[config.mk]
export PLATFORM = sky130hd
export DESIGN_NAME = sc_reg_general_flat
export DESIGN_NICKNAME = d
export VERILOG_FILES = /design/src/rtl/sc_reg_general_if.sv /design/src/rtl/sc_reg_general.sv /design/src/flat_wrapper.sv
export SDC_FILE = /design/constraint.sdc
export NUM_CORES = 1
export LEC_CHECK = 0
export ABC_AREA = 1
export BUFFER_PORTS_ARGS = -buffer_cell sky130_fd_sc_hd__buf_2
export CAP_MARGIN = 20
export CORE_AREA = 10 10 54 56
export CTS_BUF_LIST = sky130_fd_sc_hd__clkbuf_8 sky130_fd_sc_hd__clkbuf_16
export DETAILED_ROUTE_END_ITERATION = 8
export DIE_AREA = 0 0 64 66
export GPL_ROUTABILITY_DRIVEN = 0
export GPL_TIMING_DRIVEN = 0
export HOLD_SLACK_MARGIN = 0.03
export PLACE_DENSITY = 0.7
export SLEW_MARGIN = 20
export SYNTH_ARGS = -nofsm -noshare
export SYNTH_HDL_FRONTEND = slang
export SYNTH_SLANG_ARGS = --single-unit
[constraint.sdc]
create_clock -name SC_RegGENERAL_CLOCK_50 -period 1.05 [get_ports SC_RegGENERAL_CLOCK_50]
set_input_delay 0.105 -clock SC_RegGENERAL_CLOCK_50 [delete_from_list [all_inputs] [get_ports SC_RegGENERAL_CLOCK_50]]
set_output_delay 0.105 -clock SC_RegGENERAL_CLOCK_50 [all_outputs]
set_load 0.1 [all_outputs]
[src/rtl/sc_reg_general_if.sv]
// ---------------------------------------------------------------------------
// sc_reg_general_if
//   Bus bundle for the general-purpose shift/load register.
//   Writer side (master) drives the clear, write handshake, shift control and
//   serial input; the register (slave) returns its contents, the write
//   acknowledge, the shift carry and the zero/lsb flags.
//
//   Signals
//     SC_RegGENERAL_clear_InLow       master->slave  active-low synchronous clear
//     SC_RegGENERAL_wrreq_In          master->slave  write request (held until ack)
//     SC_RegGENERAL_data_InBUS        master->slave  write data
//     SC_RegGENERAL_shiftselection_In master->slave  00/11 hold, 01 left, 10 right
//     SC_RegGENERAL_serial_In         master->slave  bit shifted into vacated slot
//     SC_RegGENERAL_data_OutBUS       slave->master  register contents
//     SC_RegGENERAL_wrack_Out         slave->master  one-cycle write acknowledge
//     SC_RegGENERAL_carry_Out         slave->master  last bit shifted out
//     SC_RegGENERAL_zero_Out          slave->master  register == 0
//     SC_RegGENERAL_lsb_Out           slave->master  register bit 0
// ---------------------------------------------------------------------------
interface sc_reg_general_if #(
  parameter int DATAWIDTH_BUS = 8
);
  logic                     SC_RegGENERAL_clear_InLow;
  logic                     SC_RegGENERAL_wrreq_In;
  logic [DATAWIDTH_BUS-1:0] SC_RegGENERAL_data_InBUS;
  logic [1:0]               SC_RegGENERAL_shiftselection_In;
  logic                     SC_RegGENERAL_serial_In;
  logic [DATAWIDTH_BUS-1:0] SC_RegGENERAL_data_OutBUS;
  logic                     SC_RegGENERAL_wrack_Out;
  logic                     SC_RegGENERAL_carry_Out;
  logic                     SC_RegGENERAL_zero_Out;
  logic                     SC_RegGENERAL_lsb_Out;

  modport master (
    output SC_RegGENERAL_clear_InLow,
    output SC_RegGENERAL_wrreq_In,
    output SC_RegGENERAL_data_InBUS,
    output SC_RegGENERAL_shiftselection_In,
    output SC_RegGENERAL_serial_In,
    input  SC_RegGENERAL_data_OutBUS,
    input  SC_RegGENERAL_wrack_Out,
    input  SC_RegGENERAL_carry_Out,
    input  SC_RegGENERAL_zero_Out,
    input  SC_RegGENERAL_lsb_Out
  );

  modport slave (
    input  SC_RegGENERAL_clear_InLow,
    input  SC_RegGENERAL_wrreq_In,
    input  SC_RegGENERAL_data_InBUS,
    input  SC_RegGENERAL_shiftselection_In,
    input  SC_RegGENERAL_serial_In,
    output SC_RegGENERAL_data_OutBUS,
    output SC_RegGENERAL_wrack_Out,
    output SC_RegGENERAL_carry_Out,
    output SC_RegGENERAL_zero_Out,
    output SC_RegGENERAL_lsb_Out
  );
endinterface

[src/rtl/sc_reg_general.sv]
// ---------------------------------------------------------------------------
// sc_reg_general
//   General-purpose register with handshaked parallel load, left/right shift
//   with serial fill and carry-out, synchronous clear, and zero/lsb flags
//   (the lsb is the even/odd decision for a Collatz datapath).
//
//   Ports
//     SC_RegGENERAL_CLOCK_50      clock, all state changes on its rising edge
//     SC_RegGENERAL_RESET_InHigh  synchronous active-high reset
//     bus                         sc_reg_general_if.slave (see interface file)
//
//   Parameters
//     DATAWIDTH_BUS         register/bus width, 2..32
//     DATA_REGGENERAL_INIT  value loaded on reset and on clear
//
//   Per-cycle priority: reset > clear > write capture > shift > hold.
//   A write is captured only from IDLE; the data is visible after that edge
//   and the acknowledge follows one cycle later, for one cycle.
// ---------------------------------------------------------------------------
module sc_reg_general #(
  parameter int                       DATAWIDTH_BUS        = 8,
  parameter logic [DATAWIDTH_BUS-1:0] DATA_REGGENERAL_INIT = '0
) (
  input  logic               SC_RegGENERAL_CLOCK_50,
  input  logic               SC_RegGENERAL_RESET_InHigh,
  sc_reg_general_if.slave    bus
);

  typedef enum logic [1:0] {
    IDLE    = 2'd0,
    ACK     = 2'd1,
    WAITLOW = 2'd2
  } state_t;

  state_t                   state, state_next;
  logic [DATAWIDTH_BUS-1:0] reg_q, reg_next;
  logic                     carry_q, carry_next;
  logic                     wrack_q;
  logic                     clear_active;
  logic                     capture;

  // Clear blocks capture, so a write coinciding with clear stays pending in
  // IDLE and is taken in the first cycle after clear releases.
  assign clear_active = !bus.SC_RegGENERAL_clear_InLow;
  assign capture      = (state == IDLE) && bus.SC_RegGENERAL_wrreq_In && !clear_active;

  // Next-state and datapath.
  // NOTE: every signal driven here gets a default first, so no path leaves it
  // unassigned and no latch is inferred.
  always_comb begin
    state_next = state;
    reg_next   = reg_q;
    carry_next = carry_q;

    unique case (state)
      IDLE:    if (capture) state_next = ACK;
      ACK:     state_next = WAITLOW;
      WAITLOW: if (!bus.SC_RegGENERAL_wrreq_In) state_next = IDLE;
      default: state_next = IDLE;
    endcase

    // Clear leaves the FSM alone; it only overrides the datapath. A shift
    // request in the capture cycle is dropped, not deferred.
    if (clear_active) begin
      reg_next   = DATA_REGGENERAL_INIT;
      carry_next = 1'b0;
    end else if (capture) begin
      reg_next = bus.SC_RegGENERAL_data_InBUS;
    end else begin
      unique case (bus.SC_RegGENERAL_shiftselection_In)
        2'b01: begin
          reg_next   = {reg_q[DATAWIDTH_BUS-2:0], bus.SC_RegGENERAL_serial_In};
          carry_next = reg_q[DATAWIDTH_BUS-1];
        end
        2'b10: begin
          reg_next   = {bus.SC_RegGENERAL_serial_In, reg_q[DATAWIDTH_BUS-1:1]};
          carry_next = reg_q[0];
        end
        default: ;  // 00 and 11 hold
      endcase
    end
  end

  // NOTE: state registers use non-blocking assignments so every flop samples
  // the pre-edge values regardless of statement order.
  always_ff @(posedge SC_RegGENERAL_CLOCK_50) begin
    if (SC_RegGENERAL_RESET_InHigh) begin
      state   <= IDLE;
      reg_q   <= DATA_REGGENERAL_INIT;
      carry_q <= 1'b0;
      wrack_q <= 1'b0;
    end else begin
      state   <= state_next;
      reg_q   <= reg_next;
      carry_q <= carry_next;
      // Registered so the ack lands one cycle after the captured data is
      // visible, and reset clears it at the same edge as the FSM.
      wrack_q <= (state == ACK);
    end
  end

  assign bus.SC_RegGENERAL_data_OutBUS = reg_q;
  assign bus.SC_RegGENERAL_wrack_Out   = wrack_q;
  assign bus.SC_RegGENERAL_carry_Out   = carry_q;
  assign bus.SC_RegGENERAL_zero_Out    = (reg_q == '0);
  assign bus.SC_RegGENERAL_lsb_Out     = reg_q[0];

endmodule

[src/flat_wrapper.sv]
// flat-port wrapper written by rule: the top's interface ports become plain ports
module sc_reg_general_flat 
#(
  parameter int                       DATAWIDTH_BUS        = 8,
  parameter logic [DATAWIDTH_BUS-1:0] DATA_REGGENERAL_INIT = '0
)
  (SC_RegGENERAL_CLOCK_50, SC_RegGENERAL_RESET_InHigh, bus_SC_RegGENERAL_clear_InLow, bus_SC_RegGENERAL_wrreq_In, bus_SC_RegGENERAL_data_InBUS, bus_SC_RegGENERAL_shiftselection_In, bus_SC_RegGENERAL_serial_In, bus_SC_RegGENERAL_data_OutBUS, bus_SC_RegGENERAL_wrack_Out, bus_SC_RegGENERAL_carry_Out, bus_SC_RegGENERAL_zero_Out, bus_SC_RegGENERAL_lsb_Out);
  sc_reg_general_if #(.DATAWIDTH_BUS(DATAWIDTH_BUS)) bus_i ();
  input  logic SC_RegGENERAL_CLOCK_50;
  input  logic SC_RegGENERAL_RESET_InHigh;
  input wire logic [$bits(bus_i.SC_RegGENERAL_clear_InLow)-1:0] bus_SC_RegGENERAL_clear_InLow;
  input wire logic [$bits(bus_i.SC_RegGENERAL_wrreq_In)-1:0] bus_SC_RegGENERAL_wrreq_In;
  input wire logic [$bits(bus_i.SC_RegGENERAL_data_InBUS)-1:0] bus_SC_RegGENERAL_data_InBUS;
  input wire logic [$bits(bus_i.SC_RegGENERAL_shiftselection_In)-1:0] bus_SC_RegGENERAL_shiftselection_In;
  input wire logic [$bits(bus_i.SC_RegGENERAL_serial_In)-1:0] bus_SC_RegGENERAL_serial_In;
  output wire logic [$bits(bus_i.SC_RegGENERAL_data_OutBUS)-1:0] bus_SC_RegGENERAL_data_OutBUS;
  output wire logic [$bits(bus_i.SC_RegGENERAL_wrack_Out)-1:0] bus_SC_RegGENERAL_wrack_Out;
  output wire logic [$bits(bus_i.SC_RegGENERAL_carry_Out)-1:0] bus_SC_RegGENERAL_carry_Out;
  output wire logic [$bits(bus_i.SC_RegGENERAL_zero_Out)-1:0] bus_SC_RegGENERAL_zero_Out;
  output wire logic [$bits(bus_i.SC_RegGENERAL_lsb_Out)-1:0] bus_SC_RegGENERAL_lsb_Out;
  assign bus_i.SC_RegGENERAL_clear_InLow = bus_SC_RegGENERAL_clear_InLow;
  assign bus_i.SC_RegGENERAL_wrreq_In = bus_SC_RegGENERAL_wrreq_In;
  assign bus_i.SC_RegGENERAL_data_InBUS = bus_SC_RegGENERAL_data_InBUS;
  assign bus_i.SC_RegGENERAL_shiftselection_In = bus_SC_RegGENERAL_shiftselection_In;
  assign bus_i.SC_RegGENERAL_serial_In = bus_SC_RegGENERAL_serial_In;
  assign bus_SC_RegGENERAL_data_OutBUS = bus_i.SC_RegGENERAL_data_OutBUS;
  assign bus_SC_RegGENERAL_wrack_Out = bus_i.SC_RegGENERAL_wrack_Out;
  assign bus_SC_RegGENERAL_carry_Out = bus_i.SC_RegGENERAL_carry_Out;
  assign bus_SC_RegGENERAL_zero_Out = bus_i.SC_RegGENERAL_zero_Out;
  assign bus_SC_RegGENERAL_lsb_Out = bus_i.SC_RegGENERAL_lsb_Out;
  sc_reg_general #(.DATAWIDTH_BUS(DATAWIDTH_BUS), .DATA_REGGENERAL_INIT(DATA_REGGENERAL_INIT)) u_core (.SC_RegGENERAL_CLOCK_50(SC_RegGENERAL_CLOCK_50), .SC_RegGENERAL_RESET_InHigh(SC_RegGENERAL_RESET_InHigh), .bus(bus_i));
endmodule
Yosys cells after proc, flatten, opt, wreduce, memory -nomap -nowiden
Cells that the tools add are included.

Bits of input ports: 15. Register bits: 12. Output and inout port bits: 12.

Reductions and logical operators: 9. Bitwise logic cells: 2. Muxes and demuxes: 6. Equality and inequality tests: 6.

Operators by type and width (number): $pmux 8 s2 (1); $logic_not 8->1 (1); $mux 8 (1); $pmux 2 s3 (1); $eq 2x1->1 const B (2); $eq 2x2->1 const B (2); $mux 2 (2); $reduce_and 2->1 (2); $reduce_bool 3->1 (1); $logic_and 1x1->1 (2); $logic_not 2->1 (1); $ne 2x1->1 const B (1); $ne 2x2->1 const B (1); $not 1->1 (2); $pmux 1 s2 (1); $reduce_bool 2->1 (1); $reduce_or 2->1 (1).

Logic depth before layout (Yosys ltp)
Depth after elaboration: 5. Gate-level depth with buffers: 9. Gate-level depth less buffers: 9.

Worst setup path before layout
OpenSTA, ideal clock, no wires.

Kind: reg2out. From: register u_core.reg_q[0] (netlist: u_core.bus.SC_RegGENERAL_data_OutBUS[0]). To: output bus_SC_RegGENERAL_zero_Out. Cell stages (with the launch flop): 4. Slack: -2.807 ns. Arrival: 3.752 ns. Path buffers: 0. Cell sequence: dfxtp_1 > inv_1 > nand4_1 > nor4_1.

Word-level cells in the longest chain between the ends: 1.

Ends and longest elaborated chain: start, declared (line sc_reg_general.sv:36) `logic [DATAWIDTH_BUS-1:0] reg_q, reg_next;`; start signal, assigned (line sc_reg_general.sv:94) `reg_q <= reg_next;`; $logic_not 8->1 (line sc_reg_general.sv:105) `assign bus.SC_RegGENERAL_zero_Out = (reg_q == '0);`; end, declared (line flat_wrapper.sv:19) `output wire logic [$bits(bus_i.SC_RegGENERAL_zero_Out)-1:0] bus_SC_RegGENERAL_zero_Out;`.

Every way passes these cells.

Worst setup path after layout
From: register u_core.reg_q[6] (netlist: u_core.bus.SC_RegGENERAL_data_OutBUS[6]). To: output bus_SC_RegGENERAL_zero_Out.

Same word-level chain as after synthesis.

==> impl_metrics.py <==
metrics = {
    "critical_path": {
        "crit_path_max_fanout": 4,
        "critical_path_class": "flop to output pin",
        "slowest_stage": "dfxtp_4",
        "crit_chain": "inv_2 > nand4_1 > nor4_4 > buf_6",
        "start_kind": "flop",
        "path_delay_family": "flip-flops",
        "end_kind": "output pin",
        "cp_slowest_stage_delay_ps": 350,
        "cp_num_buf_inv": 2,
        "cp_data_arrival_time_ps": 1260,
        "worstPathRequired_ps": 940,
    },
    "floorplan": {
        "dieWidth_um": 64,
        "rows": 16,
        "ios": 27,
        "die_area_sq_mm": 0.004224,
        "start_util": 0.4020,
        "die_y_um": 66,
        "coreArea_sq_mm": 0.001902,
    },
    "synth": {
        "synth_nets": 136,
        "ys_seq_area_frac": 0.3142,
        "yosys.area.top_type_share": 0.3142,
        "netlist_top_cells_count": "nand2_1 (30), inv_1 (20), nor2_1 (18), o21ai_0 (14), dfxtp_1 (12)",
        "synthFlopType": "dfxtp_1",
        "ys_seq_elements": 12,
        "synthCells": 120,
        "synth-edff-count": 0,
        "ys_warn_count": 0,
        "avgSynthCellArea_sq_um": 6.371,
        "ys_top_cells_by_area": "dfxtp_1 (31%), nand2_1 (15%), inv_1 (9.8%)",
        "syn_area_sq_um": 764.5,
        "synth_cell_types": 19,
        "async_flop_share": 0,
        "synth_top_cell_by_area": "dfxtp_1",
        "yosysMostFrequentCell": "nand2_1",
    },
    "clocking": {
        "clock-sinks": 12,
        "cts_buffer_depth": 2,
        "cts_max_level": 1,
        "tritoncts": "done",
        "root_buffer": "clkbuf_8",
        "cts_hold_buf": 0,
        "cts-buffers-inserted": 3,
        "clkTransAtPathRegs_ps": 60,
        "clk_latency_ps": 250,
    },
    "finish": {
        "diodes": 0,
        "syn_to_final_growth_pct": 64.49,
        "final_area_sq_mm": 0.001257,
        "fin_cells": 184,
        "drive_gt1_frac": 0.5669,
        "final_util": 0.6612,
        "nets": 174,
    },
    "power_and_ir_drop": {
        "swShare": 0.3896,
        "p_sw_mw": 0.6588,
        "internal_power_mw": 1.032,
        "p_seq_frac": 0.297,
        "comb_power_share": 0.393,
        "power.total_mw": 1.691,
        "clock_power_share": 0.310,
        "vdd_drop_max_mv": 0.9389,
        "leakagePower_nw": 0.6131,
        "p_per_area_mw_per_mm2": 1345,
    },
    "place": {
        "place_area_sq_um": 974.7,
        "portBuffers": 26,
        "dp_hpwl_mm": 1.503,
        "dp.cells": 173,
    },
    "timing": {
        "hold_viol_final": 0,
        "setup-tns-final_ps": -1140,
        "finalMaxSlewViolations": 0,
        "finClkSkew_ps": 5.286,
        "worst_pin_slew_ps": 624.3,
        "max_freq_ghz": 0.7344,
        "rsz0062_at_grt": "true",
        "setup_violations": 11,
        "min_period_over_period": 1.297,
        "maxSlewHeadroom": 0.5823,
        "layout_setup_ws_ps": -311.7,
        "period_needed_ps": 1362,
    },
    "route": {
        "route.detailed.vias_per_inst": 4.745,
        "num_vias": 873,
        "drcViolationCount": 0,
        "drtIter0Drc": 18,
        "wl_mm": 2.329,
        "firstDrtPassIters": 4,
        "wl_per_cell_um": 12.66,
        "drt.antenna.violating_nets": 0,
    },
    "outcome": {
        "status": "finished with violations",
        "violations": "setup timing",
    },
    "job": {
        "maxCapViolations": 0,
    },
    "min_path": {
        "hp-class": "input pin to flop",
    },
    "global_route": {
        "grt_max_degree": 11,
        "first_global_vias": 857,
        "antenna_found_initial": 0,
        "overflow": 0,
        "gr-usage-all-layers": 0.1137,
        "grt_pass1_wl_mm": 3.753,
    },
}
sequential cells by signal (all words and copies together), names as in the netlist:
signal and count:
u_core.bus.SC_RegGENERAL_carry_Out 1, u_core.bus.SC_RegGENERAL_data_OutBUS 8, u_core.bus.SC_RegGENERAL_wrack_Out 1, u_core.state 2
cell families (layout without fill, tap and decap cells):
group                      after synthesis  after routing  share of synthesized area
AOI/OAI and AO/OA                       16             16                     0.1097
buffers and inverters                   25             62                     0.1620
and+or+nand+nor                         66             66                     0.3977
adders and majority gates                1              1                    0.01636
DFF                                     12             12                     0.3142
power by group through the flow:
stage | sequential (mW) | clock [mW] | combinational (mW)
global route | 0.505 | 0.545 | 0.706
detailed placement | 0.506 | 0 | 0.517
floorplan | 0.648 | 0 | 0.280
global placement | 0.505 | 0 | 0.512
finish | 0.502 | 0.524 | 0.665
CTS | 0.500 | 0.525 | 0.623
layout by cell type (no fill, tap or decap), types with 2 or more instances in the layout:
master,synthesis,routed
o21ai_1,0,2
inv_2,0,6
inv_1,20,14
nand2_2,2,10
nor2_2,7,7
nand3_2,0,3
o21ai_0,14,12
buf_6,1,8
buf_2,2,15
nor2_4,2,4
buf_4,1,11
dfxtp_2,0,3
nor2_1,18,16
dfxtp_4,0,8
clkbuf_8,0,4
nand2_1,30,20
per-layer routing:
| layer | GRT usage | wire, um | up-vias |
|---|---|---|---|
| met4 | 0.08470 | 91 | 0 |
| met5 | 0 | 0 | - |
| met3 | 0.04576 | 176 | 10 |
| met1 | 0.1110 | 903 | 383 |
| li1 | - | - | 447 |
| met2 | 0.1915 | 1158 | 33 |
through the flow:
step	setup slack, ps	hold WS [ps]
6_report	-311.7	25.49
5_1_grt	-358.0	39.34
4_1_cts	-282.6	31.11
3_5_place_dp	-278.4	300.9
3_3_place_gp	-272.9	298.5
2_1_floorplan	-770.9	177.4
what timing repair did:
| action | 4_1_cts | 5_1_grt |
|---|---|---|
| buffers inserted | 3 | 1 |
| resized for setup | 35 | 20 |
| cloned | 3 | 0 |
| pin swaps | 8 | 10 |
| endpoints found under the setup margin | 20 | 14 |
| endpoints found under the hold margin | 0 | 0 |
worst paths after layout:
| kind | startpoint | endpoint | slack [ps] | cells past startpoint |
|---|---|---|---|---|
| worst max register to register | u_core.state[0]$_SDFFE_PP0P_ | u_core.bus.SC_RegGENERAL_data_OutBUS[6]$_SDFFE_PP0P_ | -110 | 8 |
| worst max-delay path | u_core.bus.SC_RegGENERAL_data_OutBUS[6]$_SDFFE_PP0P_ | bus_SC_RegGENERAL_zero_Out | -310 | 4 |
| worst min-delay path | SC_RegGENERAL_RESET_InHigh | u_core.state[0]$_SDFFE_PP0P_ | 30 | 2 |
| worst min register to register | u_core.bus.SC_RegGENERAL_carry_Out$_SDFFE_PP0P_ | u_core.bus.SC_RegGENERAL_carry_Out$_SDFFE_PP0P_ | 470 | 2 |
layout make-up:
type | count | area [sq um]
fill | 160 | 644.4
multi-input combinational | 83 | 501.7
sequential | 12 | 274.0
timing repair buffer | 33 | 262.8
inverter | 20 | 75.07
clock buffer | 4 | 55.05
buffer | 5 | 55.05
tap | 27 | 33.78
No activity file was read; power rests on OpenSTA's default activity.
